### src/rtl/utopia_tx_arbiter_if.sv
// ---------------------------------------------------------------------------
// utopia_tx_arbiter_if
//   Bundles the requester-side and PHY-side signals of the Utopia transmit
//   arbiter.
//
//   Requester side : req (cell available per port), req_data (current byte per
//                    port, port i on [i*IfWidth +: IfWidth]), pop (advance
//                    port i), gnt (current cell owner, one-hot).
//   PHY side       : clav (cell space available), data (transmit byte),
//                    soc (start of cell), en (active-low transmit enable).
//
//   master : the arbiter (drives pop/gnt/data/soc/en).
//   slave  : the surrounding requesters and PHY.
// ---------------------------------------------------------------------------
interface utopia_tx_arbiter_if #(
    parameter int NumPorts = 4,
    parameter int IfWidth  = 8
) ();
    logic [NumPorts-1:0]         req;
    logic [NumPorts*IfWidth-1:0] req_data;
    logic [NumPorts-1:0]         pop;
    logic [NumPorts-1:0]         gnt;
    logic                        clav;
    logic [IfWidth-1:0]          data;
    logic                        soc;
    logic                        en;

    modport master (
        input  req, req_data, clav,
        output pop, gnt, data, soc, en
    );

    modport slave (
        output req, req_data, clav,
        input  pop, gnt, data, soc, en
    );
endinterface

### src/rtl/utopia_tx_arbiter.sv
// ---------------------------------------------------------------------------
// utopia_tx_arbiter
//   Round-robin arbiter that moves whole ATM cells from NumPorts requesters
//   onto a single Utopia transmit bus. A grant is only taken in IDLE (when
//   tx_enable and clav are both high); once granted, the cell always runs to
//   completion, followed by one GAP cycle and at least one IDLE cycle.
//
//   Ports
//     clk_in     : clock, everything on the rising edge
//     reset      : synchronous, active-low
//     tx_enable  : 1 = new grants allowed (a cell in flight always completes)
//     bus        : requester + PHY signals (master side, see interface)
//     cell_done  : one-cycle pulse after the last byte of a cell
//     cells_sent : count of completed cells, wraps at 16'hFFFF
// ---------------------------------------------------------------------------
module utopia_tx_arbiter #(
    parameter int NumPorts  = 4,
    parameter int IfWidth   = 8,
    parameter int CellBytes = 53
) (
    input  logic                clk_in,
    input  logic                reset,
    input  logic                tx_enable,
    utopia_tx_arbiter_if.master bus,
    output logic                cell_done,
    output logic [15:0]         cells_sent
);
    localparam int PortW = (NumPorts > 1) ? $clog2(NumPorts) : 1;
    localparam int CntW  = $clog2(CellBytes);

    typedef enum logic [1:0] {IDLE, SEND, GAP} state_t;

    state_t              state_q, state_d;
    logic [PortW-1:0]    last_grant_q;
    logic [PortW-1:0]    winner;
    logic [NumPorts-1:0] win_onehot;
    logic [CntW-1:0]     byte_cnt_q;
    logic                grant_now;
    logic                last_byte;

    // Round-robin search: start one past the previous owner and take the
    // first requesting port. last_grant also indexes the owner's data slice
    // for the whole cell, so no one-hot decode is needed on the data path.
    always_comb begin
        int  idx;
        logic found;
        // NOTE: every variable gets a default before any branch so the
        // block stays purely combinational (no latch).
        idx    = 0;
        found  = 1'b0;
        winner = last_grant_q;
        for (int k = 1; k <= NumPorts; k++) begin
            idx = int'(last_grant_q) + k;
            if (idx >= NumPorts) idx = idx - NumPorts;
            if (!found && bus.req[idx]) begin
                found  = 1'b1;
                winner = PortW'(idx);
            end
        end
        win_onehot         = '0;
        win_onehot[winner] = 1'b1;
    end

    assign grant_now = (state_q == IDLE) && tx_enable && bus.clav && (bus.req != '0);
    assign last_byte = (byte_cnt_q == CntW'(CellBytes - 1));

    // State register
    always_ff @(posedge clk_in) begin
        // NOTE: sequential state uses non-blocking assignments so every
        // register samples the pre-edge values of its neighbours.
        if (!reset) state_q <= IDLE;
        else        state_q <= state_d;
    end

    // Next-state logic: clav/tx_enable/req only matter in IDLE.
    always_comb begin
        state_d = state_q;
        case (state_q)
            IDLE:    if (grant_now) state_d = SEND;
            SEND:    if (last_byte) state_d = GAP;
            GAP:     state_d = IDLE;
            default: state_d = IDLE;
        endcase
    end

    // Combinational output: the owner is popped in every SEND cycle. Gated by
    // reset so a reset arriving mid-cell never advances a requester.
    always_comb begin
        bus.pop = '0;
        if (state_q == SEND && reset) bus.pop = bus.gnt;
    end

    // Registered outputs and datapath. The byte popped in a SEND cycle is
    // registered at the end of that cycle, so req_data never reaches an
    // output combinationally.
    always_ff @(posedge clk_in) begin
        if (!reset) begin
            bus.gnt      <= '0;
            bus.data     <= '0;
            bus.soc      <= 1'b0;
            bus.en       <= 1'b1;
            cell_done    <= 1'b0;
            cells_sent   <= '0;
            byte_cnt_q   <= '0;
            last_grant_q <= PortW'(NumPorts - 1);
        end else begin
            cell_done <= 1'b0;
            case (state_q)
                IDLE: begin
                    if (grant_now) begin
                        bus.gnt      <= win_onehot;
                        last_grant_q <= winner;
                        byte_cnt_q   <= '0;
                    end
                end
                SEND: begin
                    bus.data   <= bus.req_data[last_grant_q*IfWidth +: IfWidth];
                    bus.soc    <= (byte_cnt_q == '0);
                    bus.en     <= 1'b0;
                    byte_cnt_q <= byte_cnt_q + CntW'(1);
                end
                GAP: begin
                    bus.en     <= 1'b1;
                    bus.soc    <= 1'b0;
                    bus.gnt    <= '0;
                    cell_done  <= 1'b1;
                    cells_sent <= cells_sent + 16'd1;
                end
                default: ;
            endcase
        end
    end
endmodule

### src/flat_wrapper.sv
// flat-port wrapper written by rule: the top's interface ports become plain ports
module utopia_tx_arbiter_flat 
#(
    parameter int NumPorts  = 4,
    parameter int IfWidth   = 8,
    parameter int CellBytes = 53
)
  (clk_in, reset, tx_enable, cell_done, cells_sent, bus_req, bus_req_data, bus_clav, bus_pop, bus_gnt, bus_data, bus_soc, bus_en);
  utopia_tx_arbiter_if #(.NumPorts(NumPorts), .IfWidth(IfWidth)) bus_i ();
  input  logic clk_in;
  input  logic reset;
  input  logic tx_enable;
  output logic cell_done;
  output logic [15:0] cells_sent;
  input wire logic [$bits(bus_i.req)-1:0] bus_req;
  input wire logic [$bits(bus_i.req_data)-1:0] bus_req_data;
  input wire logic [$bits(bus_i.clav)-1:0] bus_clav;
  output wire logic [$bits(bus_i.pop)-1:0] bus_pop;
  output wire logic [$bits(bus_i.gnt)-1:0] bus_gnt;
  output wire logic [$bits(bus_i.data)-1:0] bus_data;
  output wire logic [$bits(bus_i.soc)-1:0] bus_soc;
  output wire logic [$bits(bus_i.en)-1:0] bus_en;
  assign bus_i.req = bus_req;
  assign bus_i.req_data = bus_req_data;
  assign bus_i.clav = bus_clav;
  assign bus_pop = bus_i.pop;
  assign bus_gnt = bus_i.gnt;
  assign bus_data = bus_i.data;
  assign bus_soc = bus_i.soc;
  assign bus_en = bus_i.en;
  utopia_tx_arbiter #(.NumPorts(NumPorts), .IfWidth(IfWidth), .CellBytes(CellBytes)) u_core (.clk_in(clk_in), .reset(reset), .tx_enable(tx_enable), .bus(bus_i), .cell_done(cell_done), .cells_sent(cells_sent));
endmodule
### config.mk
export PLATFORM = sky130hd
export DESIGN_NAME = utopia_tx_arbiter_flat
export DESIGN_NICKNAME = d
export VERILOG_FILES = /design/src/rtl/utopia_tx_arbiter_if.sv /design/src/rtl/utopia_tx_arbiter.sv /design/src/flat_wrapper.sv
export SDC_FILE = /design/constraint.sdc
export NUM_CORES = 1
export LEC_CHECK = 0
export ABC_AREA = 0
export CAP_MARGIN = 10
export CORE_ASPECT_RATIO = 1.5
export CORE_MARGIN = 8
export CORE_UTILIZATION = 41
export CTS_CLUSTER_DIAMETER = 120
export CTS_CLUSTER_SIZE = 28
export DETAILED_ROUTE_END_ITERATION = 8
export PLACE_DENSITY = 0.76
export SYNTH_ARGS = -nofsm -noshare
export SYNTH_HDL_FRONTEND = slang
export SYNTH_SLANG_ARGS = --single-unit
export TNS_END_PERCENT = 30
### constraint.sdc
create_clock -name clk_in -period 1.55 [get_ports clk_in]
set_input_delay 0.31 -clock clk_in [delete_from_list [all_inputs] [get_ports clk_in]]
set_output_delay 0.31 -clock clk_in [all_outputs]
set_load 0.02 [all_outputs]
==> results_dict.tcl, run 1 <==
set metrics [dict create \
    holdWs_ps 476.6 \
    routedWlPerCell_um 15.96 \
    period_needed_ps 1550 \
    cts_buffers 5 \
    final_cells 395 \
    route.vias.total 2062 \
    io_buffers 74 \
    ys.flop_type "dfxtp_1" \
    crit_type "reg -> reg" \
    io_pins 75 \
    dr_wl_met3_um 265 \
    setup_viol 1 \
    grt_pass1_wl_um 10040 \
    drt_first_pass_iters 4 \
    outcome "finished with violations" \
    nets 373 \
    rsz0062_at_grt "true" \
    cp-endpoint "u_core.byte_cnt_q[4]$_SDFFE_PN0P_" \
    worst_slack_ps -0.3981 \
    routed-wl-met2_um 3565 \
    grt_usage_pct 16.27 \
    routed.top_layer "met4" \
    max_freq_mhz 645.0 \
    cts_tree "done" \
    root_buffer "clkbuf_8" \
    synth_fa_ha_area_share_pct 4.035 \
    r2r_slack_ps -0.4 \
    worstHoldPathType "reg -> reg" \
    peakVddDrop_mv 0.6079 \
    dieArea_um2 7927 \
    violations "setup timing" \
    syn_area_per_cell_um2 9.823 \
    synthArstFlopShare_pct 0 \
    syn_nets 268 \
    crit_fanout 5 \
    synthMuxAreaShare_pct 13.83 \
    ys_warn_count 0 \
    drt-total-wl_um 6303 \
    detail-route-antenna-nets 0 \
    period_share_pct 100.0 \
    critPathCaptureType "flip-flop" \
    drive_above_1_share_pct 26.91 \
    totalPowerFinal_mw 2.970 \
    cellLeakagePower_nw 1.506 \
    hpwl_um 4864 \
    power_density_nw_per_um2 874.2 \
    cts_num_sinks 41 \
    place.gp.congestion 0.8589 \
    antenna_found_initial 0 \
    rows 32 \
    cp.arrival_ps 1780 \
    hold_violations 0 \
    cts-htree-levels 2 \
    drc 0 \
    startpoint_type "flip-flop" \
    synth_xor_xnor_area_share_pct 4.438 \
    place_inst 385 \
    max-cap-violations 0 \
    initial_core_util_pct 42.36 \
    tightestPinTransition_ps 416.7 \
    synth_top_family_by_area "simple AND/OR/NAND/NOR gates" \
    path_clk_slew_ps 80 \
    cp.required_ps 1780 \
    final_util_pct 66.28 \
    vias_per_cell 5.220 \
    synth_compound_area_share_pct 12.22 \
    insertion_delay_ps 290 \
    synth_cells 221 \
    area_growth_pct 56.48 \
    fin_tns_setup_ps -0.3981 \
    synth_area_um2 2171 \
    yosysSeqAreaShare_pct 37.81 \
    n_antenna_cell 0 \
    grt_pass1_vias 2201 \
    yosysTopAreaCell "dfxtp_1" \
    die_h_um 105.1 \
    startpoint "u_core.state_q[1]$_SDFFE_PN0P_" \
    die_x_um 75.41 \
    clock_path_buffers 2 \
    synth_edf_count 0 \
    yosysUniqueCellTypes 45 \
    grt_max_degree 39 \
    fin_worst_skew_ps 7.672 \
    synth_simple_gate_area_share_pct 24.21 \
    slew_violations 0 \
    synth_seq_cells 41 \
    overflow 0 \
    core-area_um2 5125 \
    max-slew-margin-rel_pct 72.03 \
    drtIter0Drc 135 \
    r2r_cells 8 \
    synth_area_leaders "dfxtp_1 38%, mux4_2 8.3%, mux2i_1 5.5%" \
    r2r_end "u_core.byte_cnt_q[4]$_SDFFE_PN0P_" \
    wl_met1_um 2233 \
    reg2reg_from "u_core.state_q[1]$_SDFFE_PN0P_" \
    synth_top_area_share_pct 37.81 \
]
==> power breakdown <==
| part | switching (mW) | internal [mW] | total (mW) |
|---|---|---|---|
| Combinational | 0.494 | 0.554 | 1.05 |
| Clock | 0.378 | 0.311 | 0.689 |
| Sequential | 0.0743 | 1.16 | 1.23 |
==> cells in the final DEF (no fill, tap or decap), types with 4 or more instances in the layout <==
cell and count:
and3_2 4, o21ai_0 8, and2_1 11, a21oi_2 4
ha_1 4, dfxtp_1 34, inv_1 7, nand4_1 5
buf_2 4, nand3_1 8, clkdlybuf4s50_1 34, xnor2_1 6
nor2b_1 13, mux4_2 8, dfxtp_2 7, clkbuf_8 5
dlygate4sd2_1 34, nand2_1 12, a32o_1 4, mux2i_1 12
nand2b_1 6, buf_4 27, buf_6 4, xor2_1 5
==> kinds of logic after synthesis <==
logic type | after synthesis
compound gates | 37
xor+xnor | 11
fa+ha+maj | 7
buf+inv | 18
flops | 41
mux | 20
simple gates | 87
==> stage by stage <==
step | setup slack, ps | area, um^2
floorplan | -25.32 | 2177
global placement | -427.6 | 3206
detailed placement | -463.2 | 3206
CTS | -94.59 | 3301
global route | -59.56 | 3397
finish | -0.3981 | 3397
==> critical path: stages (launching register included) <==
cell and delay, ps:
dfxtp_2 330, inv_2 60, buf_6 100, ha_4 150, and3_4 200, buf_6 110, a21oi_4 60, or3_4 340
a21oi_2 130
==> cell usage after synthesis (3+ instances only) <==
| master | number |
|---|---|
| a21boi_0 | 5 |
| a21oi_1 | 5 |
| a32o_1 | 4 |
| and2_1 | 11 |
| and3_1 | 7 |
| buf_2 | 3 |
| clkbuf_1 | 5 |
| dfxtp_1 | 41 |
| ha_1 | 7 |
| inv_1 | 9 |
| mux2i_1 | 12 |
| mux4_2 | 8 |
| nand2_1 | 12 |
| nand2b_1 | 6 |
| nand3_1 | 8 |
| nand4_1 | 5 |
| nor2b_1 | 14 |
| nor3_1 | 4 |
| nor4_1 | 4 |
| o21ai_0 | 11 |
| or3_1 | 5 |
| xnor2_1 | 6 |
| xor2_1 | 5 |
==> state kept, by name, summed over array words and instances (netlist names) <==
name and flops:
u_core.bus.data 8, u_core.bus.en 1, u_core.bus.gnt 4, u_core.last_grant_q 2, u_core.cell_done 1, u_core.state_q 2
u_core.byte_cnt_q 6, u_core.bus.soc 1, u_core.cells_sent 16
==> what timing repair did <==
action | CTS | global route
setup buffers | 0 | 1
hold buffers | 0 | 0
setup endpoints to repair | 54 | 27
pin swaps | 6 | 5
gates cloned | 1 | 0
gates resized for setup | 68 | 27
==> metal layers <==
metal / vias to the layer above / GRT usage [%]
li1: 1015 / -
met5: - / 0
met4: 0 / 8.564
met2: 49 / 30.07
met1: 980 / 15.28
met3: 18 / 4.211
==> cell type report <==
type	count	area, um^2
fillers	448	1728
well taps	68	85.08
flip-flops and latches	41	829.5
clock buffers	5	68.82
clock inverters	3	17.52
inverters	9	36.28
repair buffers	106	950.9
multi-input cells	163	1409
==> worst min-delay path by stage <==
stage	startpoint	to	slack, ps	cells past startpoint
floorplan	u_core.state_q[0]$_SDFFE_PN0P_	u_core.state_q[0]$_SDFFE_PN0P_	450	2
finish	u_core.bus.en$_SDFFE_PN1P_	u_core.bus.en$_SDFFE_PN1P_	480	2
global route	u_core.bus.en$_SDFFE_PN1P_	u_core.bus.en$_SDFFE_PN1P_	510	2
global placement	u_core.state_q[0]$_SDFFE_PN0P_	u_core.state_q[0]$_SDFFE_PN0P_	470	2
CTS	u_core.bus.en$_SDFFE_PN1P_	u_core.bus.en$_SDFFE_PN1P_	480	2
detailed placement	u_core.bus.en$_SDFFE_PN1P_	u_core.bus.en$_SDFFE_PN1P_	460	2
Note: power is estimated with default switching activity, not from simulation.
==> run 2: changes to the inputs <==
- CORE_ASPECT_RATIO: 1.5 -> not set
- CORE_MARGIN: 8 -> 3
- PLACE_DENSITY: 0.76 -> 0.85
==> results_dict.tcl, run 2 (synthesis gave the netlist of run 1 again) <==
set metrics [dict create \
    outcome "finished, final reports clean" \
    holdWs_ps 485.0 \
    cts_num_sinks 41 \
    worstHoldPathType "reg -> reg" \
    dieArea_um2 6204 \
    clock_path_buffers 2 \
    routedWlPerCell_um 15.26 \
    final_common_cell "dfxtp_1" \
    initial_core_util_pct 44.20 \
    power_density_nw_per_um2 931.9 \
    crit_fanout 5 \
    slew_violations 0 \
    layout_common_cells "37 x dfxtp_1, 35 x clkdlybuf4s50_1, 31 x dlygate4sd2_1" \
    rsz0062_at_grt "true" \
    max-cap-violations 0 \
    r2r_cells 8 \
    max_freq_mhz 652.4 \
    max-slew-margin-rel_pct 71.86 \
    period_needed_ps 1533 \
    root_buffer "clkbuf_8" \
    cp.arrival_ps 1220 \
    largest_register "u_core.cells_sent" \
    grt_max_degree 41 \
    cts_tree "done" \
    drive_above_1_share_pct 23.60 \
    n_antenna_cell 0 \
    r2r_end "u_core.byte_cnt_q[3]$_SDFFE_PN0P_" \
    die_h_um 78.77 \
    place.gp.congestion 0.7817 \
    startpoint "u_core.state_q[0]$_SDFFE_PN0P_" \
    insertion_delay_ps 300 \
    io_pins 75 \
    area_growth_pct 54.81 \
    grt_pass1_vias 1958 \
    vias_per_cell 5.162 \
    min_from "u_core.bus.soc$_SDFFE_PN0P_" \
    route.vias.total 2008 \
    cts_hold_buffers 0 \
    hpwl_um 4095 \
    period_share_pct 98.89 \
    nets 368 \
    cellLeakagePower_nw 1.486 \
    detail-route-antenna-nets 0 \
    rows 25 \
    drt-total-wl_um 5938 \
    totalPowerFinal_mw 3.132 \
    grt_pass1_wl_um 9301 \
    drtIter0Drc 85 \
    tightestPinTransition_ps 421.5 \
    io_buffers 74 \
    startpoint_type "flip-flop" \
    overflow 0 \
    reg.largest.list "u_core.cells_sent (16), u_core.bus.data (8), u_core.byte_cnt_q (6)" \
    final_util_pct 68.43 \
    cts_buffers 5 \
    fin_tns_setup_ps 0 \
    reg2reg_from "u_core.state_q[1]$_SDFFE_PN0P_" \
    hold_violations 0 \
    critPathCaptureType "output port" \
    peakVddDrop_mv 0.5548 \
    setup_viol 0 \
    fin_worst_skew_ps 5.458 \
    antenna_found_initial 0 \
    drc 0 \
    cp-endpoint "bus_pop[1]" \
    cp.required_ps 1240 \
    path_clk_slew_ps 70 \
    largest_reg_flops 16 \
    crit_type "reg -> out" \
    core-area_um2 4911 \
    cts-htree-levels 2 \
    final_cells 389 \
    place_inst 376 \
    grt_usage_pct 19.16 \
    drt_first_pass_iters 4 \
    die_x_um 78.77 \
    r2r_slack_ps 30 \
]
[run 2: changes by cell type in the layout (fill, tap and decap cells not counted), moves of 3 or more]
cell and change:
dfxtp_1 +3, a21oi_2 -3, dfxtp_2 -3, a21boi_0 +3, a21boi_1 -3, dlygate4sd2_1 -3
[run 2: what timing repair did]
action                     CTS  global route
pin swaps                    5            11
gates resized for setup     64            19
gates cloned                 1             0
setup buffers                0             4
setup endpoints to repair   45            29
[run 2: critical path: stages (launching register included)]
cell     delay [ps]
dfxtp_2         380
ha_2            230
and3_2          170
buf_2           150
[run 2: cell type report]
type | count | area (um^2)
fillers | 385 | 1550
multi-input cells | 163 | 1396
repair buffers | 101 | 902.1
flip-flops and latches | 41 | 825.8
clock buffers | 7 | 86.33
well taps | 67 | 83.83
inverters | 9 | 36.28
clock inverters | 1 | 30.03
[run 2: metrics by stage]
stage               worst slack [ps]  instance area, um^2
global route                  -67.41                 3361
global placement              -416.3                 3132
finish                         17.25                 3361
detailed placement            -449.9                 3132
CTS                           -6.552                 3261
floorplan                     -25.32                 2177
[run 2: metal layers]
metal,track usage (%),up-vias,wire length (um)
met5,0,-,0
met4,7.517,0,109
met3,4.195,11,230
met2,33.02,46,3103
met1,23.17,950,2495
li1,-,1001,-
[run 2: how the worst min path moves through the flow]
| stage | to | cells past startpoint |
|---|---|---|
| after global placement | u_core.bus.en$_SDFFE_PN1P_ | 2 |
| after global routing | u_core.bus.en$_SDFFE_PN1P_ | 2 |
| after CTS | u_core.bus.soc$_SDFFE_PN0P_ | 2 |
| after floorplan | u_core.state_q[0]$_SDFFE_PN0P_ | 2 |
| final | u_core.bus.soc$_SDFFE_PN0P_ | 2 |
| after detailed placement | u_core.state_q[0]$_SDFFE_PN0P_ | 2 |
[run 2: where the power goes]
part	internal (mW)	total, mW	switching (mW)
Combinational	0.522	1.00	0.481
Clock	0.525	0.892	0.367
Sequential	1.16	1.24	0.0779
